[src/rtl/mul_pkg.sv]
// Shared definitions for the shift-add multiplier: FSM state encoding and
// the iteration-counter width helper.
package mul_pkg;

  localparam logic [1:0] IDLE = 2'd0;
  localparam logic [1:0] RUN  = 2'd1;
  localparam logic [1:0] DONE = 2'd2;

  // Counter must hold values 0..width, so one bit more than clog2.
  function automatic int cnt_width(input int width);
    return $clog2(width) + 1;
  endfunction

endpackage

[src/rtl/shift_add_multiplier_adder.sv]
// WIDTH-bit ripple-carry adder producing a WIDTH+1-bit sum (carry-out in MSB).
module RippleCarryAdder #(
  parameter int WIDTH = 8
) (
  input  logic [WIDTH-1:0] a,
  input  logic [WIDTH-1:0] b,
  output logic [WIDTH:0]   s
);

  always_comb begin : ripple
    logic carry;
    // NOTE: blocking assignments here on purpose: carry is a combinational
    // temporary that must update within the same pass of the loop.
    carry = 1'b0;
    s     = '0;
    for (int i = 0; i < WIDTH; i++) begin
      s[i]  = a[i] ^ b[i] ^ carry;
      carry = (a[i] & b[i]) | (carry & (a[i] ^ b[i]));
    end
    s[WIDTH] = carry;
  end

endmodule

[src/rtl/shift_add_multiplier.sv]
// Multi-cycle unsigned shift-add multiplier with start/busy/done handshake.
// Optional early termination on exhausted multiplier bits: SHIFT_ADD_MULTIPLIER_EARLY_TERM_EN.
module shift_add_multiplier
  import mul_pkg::*;
#(
  parameter int WIDTH = 8
) (
  input  logic                 clk,
  input  logic                 rst_n,
  input  logic                 start,
  input  logic [WIDTH-1:0]     a,
  input  logic [WIDTH-1:0]     b,
  output logic                 busy,
  output logic                 done,
  output logic [2*WIDTH-1:0]   product
);

  localparam int               CNT_W    = cnt_width(WIDTH);
  localparam logic [CNT_W-1:0] LAST_CNT = CNT_W'(WIDTH - 1);

  logic [1:0]           state_q,   state_d;
  logic [WIDTH-1:0]     mcand_q,   mcand_d;
  logic [WIDTH-1:0]     mq_q,      mq_d;
  logic [WIDTH-1:0]     acc_q,     acc_d;
  logic [CNT_W-1:0]     cnt_q,     cnt_d;
  logic [2*WIDTH-1:0]   product_q, product_d;

  logic [WIDTH-1:0]     addend;
  logic [WIDTH:0]       sum;
  logic [2*WIDTH-1:0]   next_prod;
  logic [2*WIDTH-1:0]   final_prod;
  logic                 last_iter;

  assign addend = mq_q[0] ? mcand_q : '0;

  RippleCarryAdder #(.WIDTH(WIDTH)) u_adder (
    .a (acc_q),
    .b (addend),
    .s (sum)
  );

  // {acc, mq} after this iteration: carry-out lands in the acc MSB.
  assign next_prod = {sum, mq_q[WIDTH-1:1]};

`ifdef SHIFT_ADD_MULTIPLIER_EARLY_TERM_EN
  logic [WIDTH-1:0] shadow_q, shadow_d;
  logic [CNT_W-1:0] rem_shift;

  // Once no multiplier bits remain, the outstanding iterations would only
  // shift, so apply all of them at once.
  assign last_iter  = (cnt_q == LAST_CNT) || ((shadow_q >> 1) == '0);
  assign rem_shift  = LAST_CNT - cnt_q;
  assign final_prod = next_prod >> rem_shift;
`else
  assign last_iter  = (cnt_q == LAST_CNT);
  assign final_prod = next_prod;
`endif

  always_comb begin
    // NOTE: every signal gets its hold value first so no path leaves it
    // unassigned, which would otherwise infer a latch.
    state_d   = state_q;
    mcand_d   = mcand_q;
    mq_d      = mq_q;
    acc_d     = acc_q;
    cnt_d     = cnt_q;
    product_d = product_q;
`ifdef SHIFT_ADD_MULTIPLIER_EARLY_TERM_EN
    shadow_d  = shadow_q;
`endif
    case (state_q)
      IDLE: begin
        if (start) begin
          mcand_d = a;
          mq_d    = b;
          acc_d   = '0;
          cnt_d   = '0;
`ifdef SHIFT_ADD_MULTIPLIER_EARLY_TERM_EN
          shadow_d = b;
`endif
          state_d = RUN;
        end
      end
      RUN: begin
        acc_d = next_prod[2*WIDTH-1:WIDTH];
        mq_d  = next_prod[WIDTH-1:0];
        cnt_d = cnt_q + CNT_W'(1);
`ifdef SHIFT_ADD_MULTIPLIER_EARLY_TERM_EN
        shadow_d = shadow_q >> 1;
`endif
        if (last_iter) begin
          product_d = final_prod;
          state_d   = DONE;
        end
      end
      DONE:    state_d = IDLE;
      default: state_d = IDLE;
    endcase
  end

  always_ff @(posedge clk or negedge rst_n) begin
    if (!rst_n) begin
      state_q   <= IDLE;
      mcand_q   <= '0;
      mq_q      <= '0;
      acc_q     <= '0;
      cnt_q     <= '0;
      product_q <= '0;
`ifdef SHIFT_ADD_MULTIPLIER_EARLY_TERM_EN
      shadow_q  <= '0;
`endif
    end else begin
      // NOTE: non-blocking updates so every flop samples pre-edge values.
      state_q   <= state_d;
      mcand_q   <= mcand_d;
      mq_q      <= mq_d;
      acc_q     <= acc_d;
      cnt_q     <= cnt_d;
      product_q <= product_d;
`ifdef SHIFT_ADD_MULTIPLIER_EARLY_TERM_EN
      shadow_q  <= shadow_d;
`endif
    end
  end

  assign busy    = (state_q == RUN);
  assign done    = (state_q == DONE);
  assign product = product_q;

endmodule

[config.mk]
export PLATFORM = sky130hd
export DESIGN_NAME = shift_add_multiplier
export DESIGN_NICKNAME = d
export VERILOG_FILES = /design/src/rtl/mul_pkg.sv /design/src/rtl/shift_add_multiplier_adder.sv /design/src/rtl/shift_add_multiplier.sv
export SDC_FILE = /design/constraint.sdc
export NUM_CORES = 1
export LEC_CHECK = 0
export ABC_AREA = 0
export CORE_MARGIN = 5
export CORE_UTILIZATION = 56
export CTS_BUF_LIST = sky130_fd_sc_hd__clkbuf_8 sky130_fd_sc_hd__clkbuf_16
export CTS_CLUSTER_SIZE = 24
export DETAILED_ROUTE_END_ITERATION = 6
export PLACE_DENSITY_LB_ADDON = 0.3
export SLEW_MARGIN = 0
export SYNTH_ARGS = -nofsm -noshare
export SYNTH_HDL_FRONTEND = slang
export SYNTH_HIERARCHICAL = 1
export SYNTH_SLANG_ARGS = --single-unit
[constraint.sdc]
create_clock -name clk -period 7.2 [get_ports clk]
set_input_delay 1.44 -clock clk [delete_from_list [all_inputs] [get_ports clk]]
set_output_delay 1.44 -clock clk [all_outputs]
set_load 0.02 [all_outputs]
==> results.rst <==
.. list-table::
   :header-rows: 1

   * - Metric
     - Value
   * - Result of the run
     - complete, no violations
   * - Full die area
     - 5220 um^2
   * - Seq/Total Area, Yosys
     - 53.0%
   * - Fin. max-slew vios
     - 0
   * - Top fanout value on the critical path
     - 19
   * - FP Rows
     - 22
   * - Initial detailed-routing violation count
     - 95
   * - HP Class
     - reg2reg
   * - Total of fill cells in the finished design
     - 252
   * - Quantity of I/O buffers inserted on ports
     - 36
   * - Clock buffer count from CTS
     - 5
   * - Number of antenna violations at the first check in global routing
     - 0
   * - Biggest area contributors in the synthesized netlist
     - sky130_fd_sc_hd__dfrtp_1, sky130_fd_sc_hd__mux2_2, sky130_fd_sc_hd__fa_1, sky130_fd_sc_hd__mux2_4, sky130_fd_sc_hd__a22o_1
   * - Crit path to
     - busy
   * - DRC violation count after routing
     - 0
   * - Cell area after placement
     - 2530 um^2
   * - Clock transition at the registers of the reported paths
     - 0.08 ns
   * - Number of distinct library cell variants in the gate-level netlist after synthesis
     - 28
   * - Power density normalized to cell area
     - 443 nW/um^2
   * - Final setup violation count
     - 0
   * - Max-slew headroom
     - 32.6%
   * - H-tree depth
     - 2
   * - Min Clock Period, post-route
     - 3.84 ns
   * - Reg-to-reg startpoint
     - mq_q[0]
   * - Setup repair after global routing missed its margin
     - false
   * - Number of diodes
     - 0
   * - Count of buffers added by post-CTS timing repair for setup
     - 0
   * - Final clock period utilization by the worst path
     - 53.4%
   * - Hold buffer count at CTS
     - 0
   * - Mapped Nets
     - 192
   * - Core box area
     - 3720 um^2
   * - Timing startpoint of the critical path
     - state_q[1]
   * - Most common library cell in the layout ignoring fill and taps
     - sky130_fd_sc_hd__dfrtp_1
   * - Global route overflow
     - 0
   * - Setup crit end kind
     - primary output
   * - Remaining number of nets flagged by the antenna check after routing
     - 0
   * - Starting density of the core
     - 58.4%
   * - Tightest Pin Transition
     - 1.01 ns
   * - Synthesized area
     - 2170 um^2
   * - Hold violation count in the final report
     - 0
   * - Sort of element at the start of the critical path
     - flop
   * - Max Clock Skew
     - 0.00879 ns
   * - Capturing point of the worst reg2reg path
     - acc_q[6]
   * - Wire length of the first global-routing pass
     - 6.98 mm
   * - Cells after synthesis
     - 164
   * - Final estimated routing congestion in global placement
     - 0.797
   * - Average vias per placed instance
     - 5.56
   * - Synth area leader
     - sky130_fd_sc_hd__dfrtp_1
   * - Critical path arrival
     - 2.40 ns
   * - Worst hold margin
     - 0.508 ns
   * - Clock Sinks
     - 46
   * - Vias in the first global route
     - 1487
   * - Share of Yosys cell area claimed by the top area cell type
     - 53.0%
   * - Post-layout net count
     - 227
   * - Fmax
     - 260 MHz
   * - Detailed-router iteration count before antenna repair
     - 4
   * - Pin count of the biggest net entering global routing
     - 47
   * - Startpoint-to-endpoint class of the critical path
     - reg2out
   * - Average cell area after synthesis
     - 13.2 um^2
   * - Fraction of final layout cells with drive strength greater than 1
     - 18.5%
   * - Register bit total from synthesis
     - 46
   * - Post-DP HPWL
     - 2.98 mm
   * - Post-CTS Resized
     - 0
   * - Routed wire length per instance
     - 17.2 um
   * - Highest-count cells in the layout ignoring fill and taps
     - sky130_fd_sc_hd__dfrtp_1, sky130_fd_sc_hd__clkdlybuf4s50_1, sky130_fd_sc_hd__mux2_2, sky130_fd_sc_hd__a22o_1, sky130_fd_sc_hd__inv_1
   * - Clock Path Buffers
     - 2
   * - Worst reg2reg path depth
     - 14
   * - Total GRT Usage
     - 17.5%
   * - Non-Filler Cell Area, Final
     - 2680 um^2
   * - Growth of design area from synthesis to finish
     - 23.3%
   * - Max VDD drop
     - 0.214 mV
   * - Vias
     - 1379
   * - Clock latency of the later-clocked register in the worst-skew pair
     - 0.30 ns
   * - Number of max-capacitance violations reported
     - 0
   * - I/O pin cnt
     - 37
   * - Root Driver
     - sky130_fd_sc_hd__clkbuf_8
   * - Static Leak
     - 1.19 nW
   * - Die Width
     - 72.3 um
   * - TNS Setup
     - 0 ns
   * - Required time of the critical path
     - 5.76 ns
   * - R2R setup slack
     - 3.44 ns
   * - Y dimension of the die
     - 72.3 um
   * - Warnings from Yosys
     - 6
   * - Clock tree from TritonCTS
     - built
   * - Wire length after detailed routing
     - 4.26 mm
where the power goes:
part           internal (W)  switching, W  total [W]
registers          0.000373     0.0000972   0.000470
clock network      0.000148     0.0000853   0.000233
logic              0.000263      0.000219   0.000482
how the worst min path moves through the flow:
stage	start	end	slack, ns	depth (start not counted)
finish	mcand_q[6]	mcand_q[6]	0.51	1
global route	mcand_q[6]	mcand_q[6]	0.53	1
CTS	mcand_q[6]	mcand_q[6]	0.51	1
detailed placement	mcand_q[6]	mcand_q[6]	0.49	1
global placement	mcand_q[0]	mcand_q[0]	0.48	1
floorplan	acc_q[1]	acc_q[1]	0.47	1
per-layer routing:
metal | track usage [%] | vias up | part of all wire, %
met4 | 6.47 | 0 | 1.4
li1 | - | 640 | -
met5 | 0 | - | 0
met3 | 4.85 | 7 | 4.9
met1 | 23.2 | 691 | 43
met2 | 27.5 | 41 | 51
Yosys cell counts:
cell type	instances
sky130_fd_sc_hd__dfrtp_1	46
sky130_fd_sc_hd__mux2_2	16
sky130_fd_sc_hd__a22o_1	10
sky130_fd_sc_hd__inv_1	10
sky130_fd_sc_hd__a21oi_1	9
sky130_fd_sc_hd__mux2_4	9
sky130_fd_sc_hd__nor2b_1	9
sky130_fd_sc_hd__o21ai_0	9
sky130_fd_sc_hd__a22oi_1	8
sky130_fd_sc_hd__and2_1	8
sky130_fd_sc_hd__fa_1	7
sky130_fd_sc_hd__clkbuf_1	3
sky130_fd_sc_hd__buf_2	2
sky130_fd_sc_hd__ha_1	2
sky130_fd_sc_hd__nand2_1	2
sky130_fd_sc_hd__nor2_1	2
sky130_fd_sc_hd__and2b_1	1
sky130_fd_sc_hd__buf_1	1
sky130_fd_sc_hd__buf_12	1
sky130_fd_sc_hd__buf_4	1
sky130_fd_sc_hd__clkinv_1	1
sky130_fd_sc_hd__mux2i_1	1
sky130_fd_sc_hd__nand2b_1	1
sky130_fd_sc_hd__nand2b_4	1
sky130_fd_sc_hd__nand4_1	1
sky130_fd_sc_hd__nor3_4	1
sky130_fd_sc_hd__nor3b_4	1
sky130_fd_sc_hd__o21bai_1	1
sequential cells by signal, indices dropped and copies added, names as in the netlist:
name,cells
acc_q,8
cnt_q,4
mcand_q,8
mq_q,8
product,16
state_q,2
worst max-delay path, cell delays in order, from the launching register on:
cell and delay [ns]:
sky130_fd_sc_hd__dfrtp_1 0.67, sky130_fd_sc_hd__nand2b_4 0.26, sky130_fd_sc_hd__clkinv_1 0.47, sky130_fd_sc_hd__clkdlybuf4s50_1 0.71
stage by stage:
| step | utilization [%] | power (W) | worst slack, ns | std cells |
|---|---|---|---|---|
| 4_1_cts | 72.0 | 0.00119 | 3.40 | 248 |
| 3_3_place_gp | 68.2 | 0.000924 | 3.56 | 240 |
| 5_1_grt | 72.0 | 0.00126 | 3.28 | 248 |
| 6_report | 72.0 | 0.00119 | 3.36 | 248 |
| 2_1_floorplan | - | 0.000784 | 3.65 | 164 |
| 3_5_place_dp | 68.2 | 0.000956 | 3.44 | 240 |
area by class of cell:
| type | instances | area [um^2] | area share (%) |
|---|---|---|---|
| flip-flops and latches | 46 | 1150 | 43.0 |
| inverters | 11 | 41.3 | 1.54 |
| repair buffers | 36 | 355 | 13.3 |
| clock buffers | 6 | 82.6 | 3.09 |
| multi-input cells | 99 | 926 | 34.6 |
| clock inverters | 2 | 60.1 | 2.24 |
| well taps | 48 | 60.1 | 2.24 |
cell families (layout without fill, tap and decap cells):
family                   Yosys count  count (layout)  synth area share (%)
multiplexers                      26              26                  15.0
AND/OR/NAND/NOR                   27              27                  8.76
buffers and inverters             19              55                  4.32
AO/OA/AOI/OAI                     37              37                  11.3
flip-flops                        46              46                  53.0
adder cells (fa/ha/maj)            9               9                  7.61
Power figures use the tool's default switching activity.
==> RTL edit 1: new RTL, config.mk and constraints unchanged <==
Put a register stage on the outputs `busy` and `done`. The values now appear one clock later. The other outputs are not delayed to match. Comments in the files are not updated.
--- a/src/rtl/shift_add_multiplier.sv
+++ b/src/rtl/shift_add_multiplier.sv
@@ -123,8 +123,10 @@
     end
   end
 
-  assign busy    = (state_q == RUN);
-  assign done    = (state_q == DONE);
+  always_ff @(posedge clk) begin
+    busy <= (state_q == RUN);
+    done <= (state_q == DONE);
+  end
   assign product = product_q;
 
 endmodule
Formal check against the unedited RTL: not equivalent (a bounded check fails within 4 cycles, from zero or initial values and one cycle with rst_n low).
==> RTL edit 1 against the unedited design <==
Worst hold slack improved by 3.2 ps; critical path depth increased by 11; sequential cell count increased by 2; worst setup slack got worse by 17 ps; cell area decreased by 0.37%; wire length increased by 0.82%; combinational power about the same; area after synthesis increased by 1.8%; utilization decreased by 0.80 points; register-to-register slack got worse by 99 ps; global-route usage increased by 0.66 points; total power decreased by 4.8%; count of clock-buffer cells in the layout unchanged; largest cell class unchanged.
==> RTL edit 1: results <==
[setup_path]
crit_fanout = 10
reg2reg_depth = 14
crit_arrival_ps = 4110
slowest_delay_ps = 480
crit_slowest_cell = "dfrtp_1"
critPathTopFamily = "adder cells"

[logic_synthesis]
synth.avg_cell_area_um2 = 13.3
syn_nets = 194
seq_area_frac_synth = 0.539
async_reset_ff_frac = 0.958
synth_area_leaders = "dfrtp_1 52%, mux2_2 8.1%, fa_1 6.3%"
synth.distinct_cells = 29
yosysWarnings = 6
synth_commonest_cells = "46 x dfrtp_1, 16 x mux2_2, 10 x a22o_1, 10 x inv_1"

[route]
wl_mm = 4.29
detail_route.wl_per_cell_um = 17.2
via_per_inst = 5.52
drt_iter0_drc = 129
first_pass_iters = 4

[layout]
largest_reg_flops = 16
fillers = 283
layout.nets = 229
final_area_um2 = 2670
diodes = 0
drive_gt1_frac = 0.183

[grt]
grt_max_degree = 47
grt_pass1_vias = 1551
antenna_found_initial = 0
grt_first_pass_wirelength_mm = 7.25
grt_usage = 0.181

[power]
worst_ir_drop_vdd_mv = 0.222
leakage_nw = 1.19

[clock_network]
cts_max_level = 2
clock_path_buffers = 2
clk_latency_ps = 310
postCtsSetupBuffers = 0
ctsResizeCount = 0
root_buffer = "clkbuf_8"
path_clk_slew_ps = 90
numCtsBuffers = 5

[sta]
finalHoldViolations = 0
skew_ps = 10.7
max_slew_margin = 0.307

[outcome]
status = "complete, no violations"

[hold_path]
whs_path_depth = 1
hold_class = "flop to flop"

[placement]
post-place-cells = 242
gp_congestion = 0.765
dpl-instance-area_um2 = 2570
pre_cts_ws_ps = 3380
hpwl_mm = 3.04
port-buffer-count = 36
[RTL edit 1: metal layers]
layer | up-vias | GRT usage | wire, um
li1 | 641 | - | -
met1 | 699 | 0.228 | 1820
met2 | 33 | 0.294 | 2200
met3 | 8 | 0.0496 | 194
met4 | 0 | 0.0799 | 76
met5 | - | 0 | 0
[RTL edit 1: power breakdown]
part	switching (mW)	internal [mW]
logic	0.218	0.265
registers	0.0951	0.386
clock network	0.0884	0.0767
total	0.401	0.727
[RTL edit 1: worst register-to-register path, delay by kind of cell (launching register included)]
family          cells  cell delay, ps
compound gates      1             140
buf+inv             4             270
fa+ha+maj           8            2720
simple gates        1             180
flops               1             480
[RTL edit 1: cells by family after synthesis]
logic type,count (synthesis),synth area share
flip-flops,48,0.539
AO/OA/AOI/OAI,37,0.111
AND/OR/NAND/NOR,27,0.0860
multiplexers,26,0.147
buffers and inverters,19,0.0424
adder cells (fa/ha/maj),9,0.0747
[RTL edit 1: cell type report]
class / count / share of cell area
Sequential cell: 48 / 0.447
Multi-Input combinational cell: 99 / 0.347
Clock inverter: 2 / 0.00375
Inverter: 11 / 0.0155
Clock buffer: 6 / 0.0310
Tap cell: 48 / 0.0225
Timing Repair Buffer: 36 / 0.133
[RTL edit 1: worst paths after layout]
path / startpoint / slack, ps / endpoint
max: mq_q[0]$_DFFE_PN0P_ / 3340 / acc_q[6]$_DFFE_PN0P_
min: product[4]$_DFFE_PN0P_ / 510 / product[4]$_DFFE_PN0P_
min in group asynchronous: rst_n / 1290 / cnt_q[2]$_DFFE_PN0P_
min reg2reg: product[4]$_DFFE_PN0P_ / 510 / product[4]$_DFFE_PN0P_
max in group asynchronous: rst_n / 5300 / product[0]$_DFFE_PN0P_
max reg2reg: mq_q[0]$_DFFE_PN0P_ / 3340 / acc_q[6]$_DFFE_PN0P_
==> RTL edit 2: new RTL, config.mk and constraints unchanged <==
Without the edit above. Add a define of `SHIFT_ADD_MULTIPLIER_EARLY_TERM_EN`.
--- a/src/rtl/shift_add_multiplier.sv
+++ b/src/rtl/shift_add_multiplier.sv
@@ -1,5 +1,7 @@
 // Multi-cycle unsigned shift-add multiplier with start/busy/done handshake.
 // Optional early termination on exhausted multiplier bits: SHIFT_ADD_MULTIPLIER_EARLY_TERM_EN.
+`define SHIFT_ADD_MULTIPLIER_EARLY_TERM_EN
+
 module shift_add_multiplier
   import mul_pkg::*;
 #(
Function: changed (Yosys sat finds a counterexample within 4 cycles, from zero or initial values and one cycle with rst_n low).
==> RTL edit 2 against the unedited design <==
First-iteration DRC count increased by 47%; worst setup slack lost 780 ps; die area increased by 33%; total power up 34%; area after synthesis rose by 39%; cell area grew 30%; highest routed layer unchanged; wire length is 48% higher; sequential cell count is 7 higher; sequential power is 27% higher.
==> RTL edit 2: results <==
[outcome]
status = "complete, no violations"

[layout]
utilization = 0.672
n_clock_buffer = 7
multi_input_gates = 176
layout.nets = 316
layout.nonclk_buf_frac = 0.107
nNonClkInverters = 14
fillers = 415

[setup_path]
slowest_delay_ps = 500
crit_fanout = 9
r2r_slack_ps = 2580

[logic_synthesis]
synth_area_leaders = "dfrtp_1 44%, mux4_2 6.7%, mux2_2 5.2%"
synth_compound_area_frac = 0.183
syn_nets = 291
synthAdderAreaFrac = 0.0548

[power]
intPower_mw = 0.924
leakage_nw = 1.46
clkPwrFrac = 0.114

[route]
route.vias.total = 2232
wl_met2_mm = 2.96
drt_iter0_drc = 140
routed-wl-met3_um = 301

[sta]
fin_crit_sh = 0.642
holdWs_ps = 496

[grt]
grt_first_pass_wirelength_mm = 11.0
grtUsageMet1 = 0.264
use_met2 = 0.300

[placement]
dpl-instance-area_um2 = 3370
hpwl_mm = 4.54
## RTL edit 2: cell types whose count changed in the layout (fill, tap and decap cells not counted), sizes merged, moves of 8 or more
| cell | before | now |
|---|---|---|
| mux2i | 1 | 9 |
| mux4 | 0 | 13 |
| nand2 | 2 | 14 |
| o21ai | 9 | 24 |
| mux2 | 25 | 15 |
| a22oi | 8 | 20 |
## RTL edit 2: final timing paths
path                                               from                      end
min in group asynchronous                         rst_n     acc_q[1]$_DFFE_PN0P_
worst max-delay path                mq_q[0]$_DFFE_PN0P_   product[4]$_DFFE_PN0P_
worst max register to register      mq_q[0]$_DFFE_PN0P_   product[4]$_DFFE_PN0P_
worst min register to register  product[11]$_DFFE_PN0P_  product[11]$_DFFE_PN0P_
worst min-delay path            product[11]$_DFFE_PN0P_  product[11]$_DFFE_PN0P_
max in group asynchronous                         rst_n      mq_q[0]$_DFFE_PN0P_
